### src/rtl/c17v2_bist.sv
// rtl/c17v2_bist.sv - registered C17V2 slice array with LFSR/MISR self-test
module c17v2_bist #(
    parameter int          NUM_CH     = 1,
    parameter int          N_PATTERNS = 32,
    parameter logic [31:0] SEED       = 32'h0000_0001,
    parameter logic [15:0] GOLDEN_SIG = 16'h0000
) (
    input  logic                  CK,
    input  logic                  RST,
    input  logic                  bist_start,
    input  logic [5*NUM_CH-1:0]   func_in,
    output logic [2*NUM_CH-1:0]   func_out,
    output logic                  bist_busy,
    output logic                  bist_done,
    output logic                  bist_pass,
    output logic [15:0]           signature
);
    // An all-zero LFSR would lock up, so a zero seed is promoted to 1.
    localparam logic [31:0] SEED_EFF = (SEED == 32'd0) ? 32'd1 : SEED;
    localparam logic [15:0] LAST_CNT = 16'(N_PATTERNS - 1);

    typedef enum logic [1:0] {
        IDLE,
        RUN,
        FLUSH,
        DONE
    } state_t;

    state_t              state;
    state_t              state_nx;
    logic                start_ok;
    logic                flush_cnt;
    logic [31:0]         lfsr;
    logic [31:0]         lfsr_nx;
    logic [15:0]         misr;
    logic [15:0]         misr_nx;
    logic [15:0]         cnt;
    logic [5*NUM_CH-1:0] in_reg;
    logic [2*NUM_CH-1:0] out_reg;
    logic [2*NUM_CH-1:0] slice_out;
    logic                v1;
    logic                v2;

    for (genvar c = 0; c < NUM_CH; c++) begin : g_slice
        logic g1, g2, g3, g4, g5;
        logic w1, w2, w3;
        assign {g5, g4, g3, g2, g1} = in_reg[5*c +: 5];
        assign w1 = ~(g5 & g1);
        assign w2 = ~(g5 & g2);
        assign w3 = ~(w2 & g4);
        assign slice_out[2*c]   = ~(w1 & w3);
        assign slice_out[2*c+1] = (g4 | g3) & w2;
    end

    assign lfsr_nx = {lfsr[30:0], 1'b0} ^ (lfsr[31] ? 32'h0040_0007 : 32'h0);
    assign misr_nx = {misr[14:0], 1'b0} ^ (misr[15] ? 16'h1021 : 16'h0)
                   ^ {{(16-2*NUM_CH){1'b0}}, out_reg};

    always_comb begin
        state_nx = state;
        start_ok = 1'b0;
        case (state)
            IDLE, DONE: begin
                if (bist_start) begin
                    state_nx = RUN;
                    start_ok = 1'b1;
                end
            end
            RUN:     if (cnt == LAST_CNT) state_nx = FLUSH;
            FLUSH:   if (flush_cnt) state_nx = DONE;
            default: state_nx = IDLE;
        endcase
    end

    always_ff @(posedge CK or posedge RST) begin
        if (RST) begin
            state     <= IDLE;
            flush_cnt <= 1'b0;
            lfsr      <= SEED_EFF;
            misr      <= 16'h0;
            cnt       <= 16'h0;
            in_reg    <= '0;
            out_reg   <= '0;
            v1        <= 1'b0;
            v2        <= 1'b0;
        end else begin
            state     <= state_nx;
            flush_cnt <= (state == FLUSH) && !flush_cnt;
            v1        <= (state == RUN);
            v2        <= v1;
            out_reg   <= slice_out;
            // FLUSH keeps the last pattern applied while the pipeline drains.
            if (state == RUN)
                in_reg <= lfsr[5*NUM_CH-1:0];
            else if (state != FLUSH)
                in_reg <= func_in;
            if (start_ok) begin
                lfsr <= SEED_EFF;
                misr <= 16'h0;
                cnt  <= 16'h0;
            end else begin
                if (state == RUN) begin
                    lfsr <= lfsr_nx;
                    cnt  <= cnt + 16'd1;
                end
                if (v2)
                    misr <= misr_nx;
            end
        end
    end

    assign func_out  = out_reg;
    assign bist_busy = (state == RUN) || (state == FLUSH);
    assign bist_done = (state == DONE);
    assign bist_pass = (state == DONE) && (misr == GOLDEN_SIG);
    assign signature = misr;
endmodule

### config.mk
export PLATFORM = sky130hd
export DESIGN_NAME = c17v2_bist
export DESIGN_NICKNAME = d
export VERILOG_FILES = /design/src/rtl/c17v2_bist.sv
export SDC_FILE = /design/constraint.sdc
export NUM_CORES = 1
export LEC_CHECK = 0
export CORE_ASPECT_RATIO = 1.4
export CORE_MARGIN = 1.5
export CORE_UTILIZATION = 40
export CTS_CLUSTER_SIZE = 10
export DETAILED_ROUTE_END_ITERATION = 16
export HOLD_SLACK_MARGIN = 0.08
export PLACE_DENSITY_LB_ADDON = 0.12
export SETUP_SLACK_MARGIN = 0.2
export SKIP_CTS_REPAIR_TIMING = 1
export SLEW_MARGIN = 10
export SYNTH_ARGS = -nofsm -noshare
export SYNTH_HDL_FRONTEND = slang
export SYNTH_SLANG_ARGS = --single-unit
### constraint.sdc
create_clock -name CK -period 4.7 [get_ports CK]
set_clock_uncertainty 0.2 [all_clocks]
set_input_delay 0.94 -clock CK [delete_from_list [all_inputs] [get_ports CK]]
set_output_delay 0.94 -clock CK [all_outputs]
set_load 0.01 [all_outputs]
==> key figures <==
CTS
  – Cell chosen for the clock root: clkbuf_16
  – CTS tree: done
  – CTS Buf Count: 9
  – Worst-Skew Late Latency: 0.33 ns
  – CTS max path bufs: 2
  – H-Tree Depth: 3
  – CTS clk-pin slew, worst paths: roughly 0.05 ns
  – Clk sinks: 76

Drt
  – Pre-antenna DRT Iters: 4
  – Final ANT Viol Nets: 0
  – Detailed-route via count: 2,190
  – DR WL/cell: 14.1 µm
  – Post-Route WL: 6.11 mm
  – Drt drc: 0
  – Vias per inst: 5.05
  – Initial detailed-routing violation count: 127

Worst setup path
  – Crit path max fanout: 4
  – Worst Setup SP: state[0]
  – CP endpoint kind: output pin
  – Bufs and invs on worst path: 1
  – Crit path depth: 5
  – Worst r2r path cells: 5
  – Required time worst endpoint: 3.56 ns
  – CP top delay family: simple AND/OR/NAND/NOR gates
  – Crit Reg-Reg Startpoint: state[0]
  – Worst EP arrival: 2.13 ns
  – Critical path class: reg -> out
  – Worst path slowest cell: clkdlybuf4s50_1
  – Critical path startpoint category: register
  – CP cell instances: ha_1 > nor4b_1 > nand4_1 > nor4_1 > clkdlybuf4s50_1
  – CP peak stage delay: 0.58 ns

Cells and area
  – ANT cells: 0
  – Largest Register: lfsr
  – NumNets Final: 340
  – Layout area overhead: 19.1%
  – Largest register FFs: 32
  – Final non-filler cell total: 434
  – Layout cells sized above 1: 0.0753
  – Layout Utilization: 0.492

Flow run
  – Max-cap violations: 0

STA
  – Unrepaired setup endpoints after global routing: false
  – Worst slew pin tran: 0.875 ns
  – Final Setup Violations: 0
  – Final Cycle Share: 0.695
  – Fmax: 306 MHz
  – Final critical-path required period: 3.27 ns
  – Fin. max-slew vios: 0
  – Relative slew slack: 0.417
  – Post-route setup TNS: 0 ns
  – Fin. Hold Viols: 0

Global route
  – Vias in the first global route: around 2,300
  – Largest net degree at the start of global routing: 45
  – Total GRT Usage: 0.155
  – Gr ovfl total: 0
  – Initial antenna violation count: 0
  – First-pass GRT wire length: 10.7 mm

Synth
  – YS warnings: 0
  – Post-synth cell types: 32
  – Post-synth EDFFs: 0
  – Cell area after synthesis: 3370 µm²
  – Synth Area per Inst: 11.2 µm²
  – Syn Inst Count: 302
  – Synthesized flop and latch total: 76
  – Asr flop ratio synth: 1.00
  – Seq/Total Area, Yosys: 0.565
  – Main synth FF type: dfrtp_1
  – Syn nets: 315

Worst hold path
  – Worst hold path stage count: 0
  – Hold wc startpoint: v1
  – Hold Path Class: reg -> reg

Floorplanning
  – Core area: approximately 8100 µm²
  – Initial Util: 0.413
  – Die area: about 9000 µm²
  – Die width: 80.6 µm
  – # rows: 39
  – # IOs: 29
  – Die height: approximately 110 µm

Placed design
  – RePlAce Congestion: between 0.7 and 0.8
  – DP Wirelength: 3.99 mm
  – Count of input and output buffers: 28
  – Placed Cells: 418

Outcome
  – Outcome: complete, no violations

Power
  – Leakage: around 1.8 nW
  – Worst vdd ir: between 0.2 and 0.3 mV
  – Design Power: 2.48 mW
  – Power Dens Cells: 618 nW/µm²
## cell usage after synthesis, types with 2 or more instances
cell / instances / share of area
a211oi_1: 7 / 0.016
a21oi_1: 2 / 0.0030
buf_2: 3 / 0.0045
clkbuf_1: 14 / 0.016
dfrtp_1: 75 / 0.56
ha_1: 5 / 0.019
inv_1: 8 / 0.0089
mux2i_1: 49 / 0.15
nand2_1: 13 / 0.014
nand3_1: 3 / 0.0045
nand4_1: 5 / 0.0093
nor2_1: 65 / 0.072
nor3_1: 5 / 0.0074
nor4_1: 7 / 0.013
o21ai_0: 6 / 0.0089
or4_1: 2 / 0.0045
xnor2_1: 16 / 0.042
xor2_1: 3 / 0.0078
## kinds of logic after synthesis
group                      synth area share
adders and majority gates            0.0186
AOI/OAI and AO/OA                    0.0490
and+or+nand+nor                       0.139
DFF                                   0.565
buffers and inverters                0.0334
muxes                                 0.146
xor gates and xnor gates             0.0494
## power by group
group          switching (mW)  internal [mW]
Combinational           0.429          0.414
Sequential              0.169          0.823
Clock                   0.243          0.400
## layout by cell type, fill, tap and decap left out, types with 2 or more instances in the layout
cell	synthesis	layout
ha_1	5	4
xor2_1	3	3
nor4_1	7	7
a21oi_1	2	2
nor2_1	65	65
clkbuf_8	0	3
clkbuf_1	14	3
a211oi_1	7	7
nand3_1	3	3
nor3_1	5	5
o21ai_0	6	6
nand2_1	13	13
xnor2_1	16	16
nand4_1	5	5
inv_1	8	7
clkbuf_16	0	9
or4_1	2	2
mux2i_1	49	49
dfrtp_1	75	75
clkdlybuf4s50_1	0	28
buf_4	0	4
## routing by layer
metal,vias to the layer above,global-route usage,wire length (µm)
met1,1071,0.195,2860
li1,1086,-,-
met3,8,0.0525,216
met2,25,0.243,2920
met5,-,0,0
met4,0,0.0586,111
## worst paths after layout
check	slack (ns)	end
max	1.43	bist_pass
min	0.15	v2
max reg2reg	2.40	signature[12]
min reg2reg	0.15	v2
max in group asynchronous	2.86	lfsr[10]
min in group asynchronous	0.67	lfsr[26]
## final cells by class
type	count	area, µm²
fillers	742	4140
flip-flops and latches	76	1900
multi-input cells	200	1360
repair buffers	32	310
clock buffers	15	278
well taps	102	128
inverters	8	30.0
clock inverters	1	5.00
## per-stage QoR
| step | cell area, µm² | setup slack (ns) | hold slack (ns) |
|---|---|---|---|
| floorplan | 3370 | 1.62 | 0.131 |
| global placement | 3730 | 1.70 | 0.137 |
| detailed placement | 3730 | 1.70 | 0.139 |
| CTS | 4010 | 1.38 | 0.151 |
| global route | 4010 | 1.27 | 0.168 |
| finish | 4010 | 1.43 | 0.147 |
Note: power is estimated with default switching activity, not from simulation.
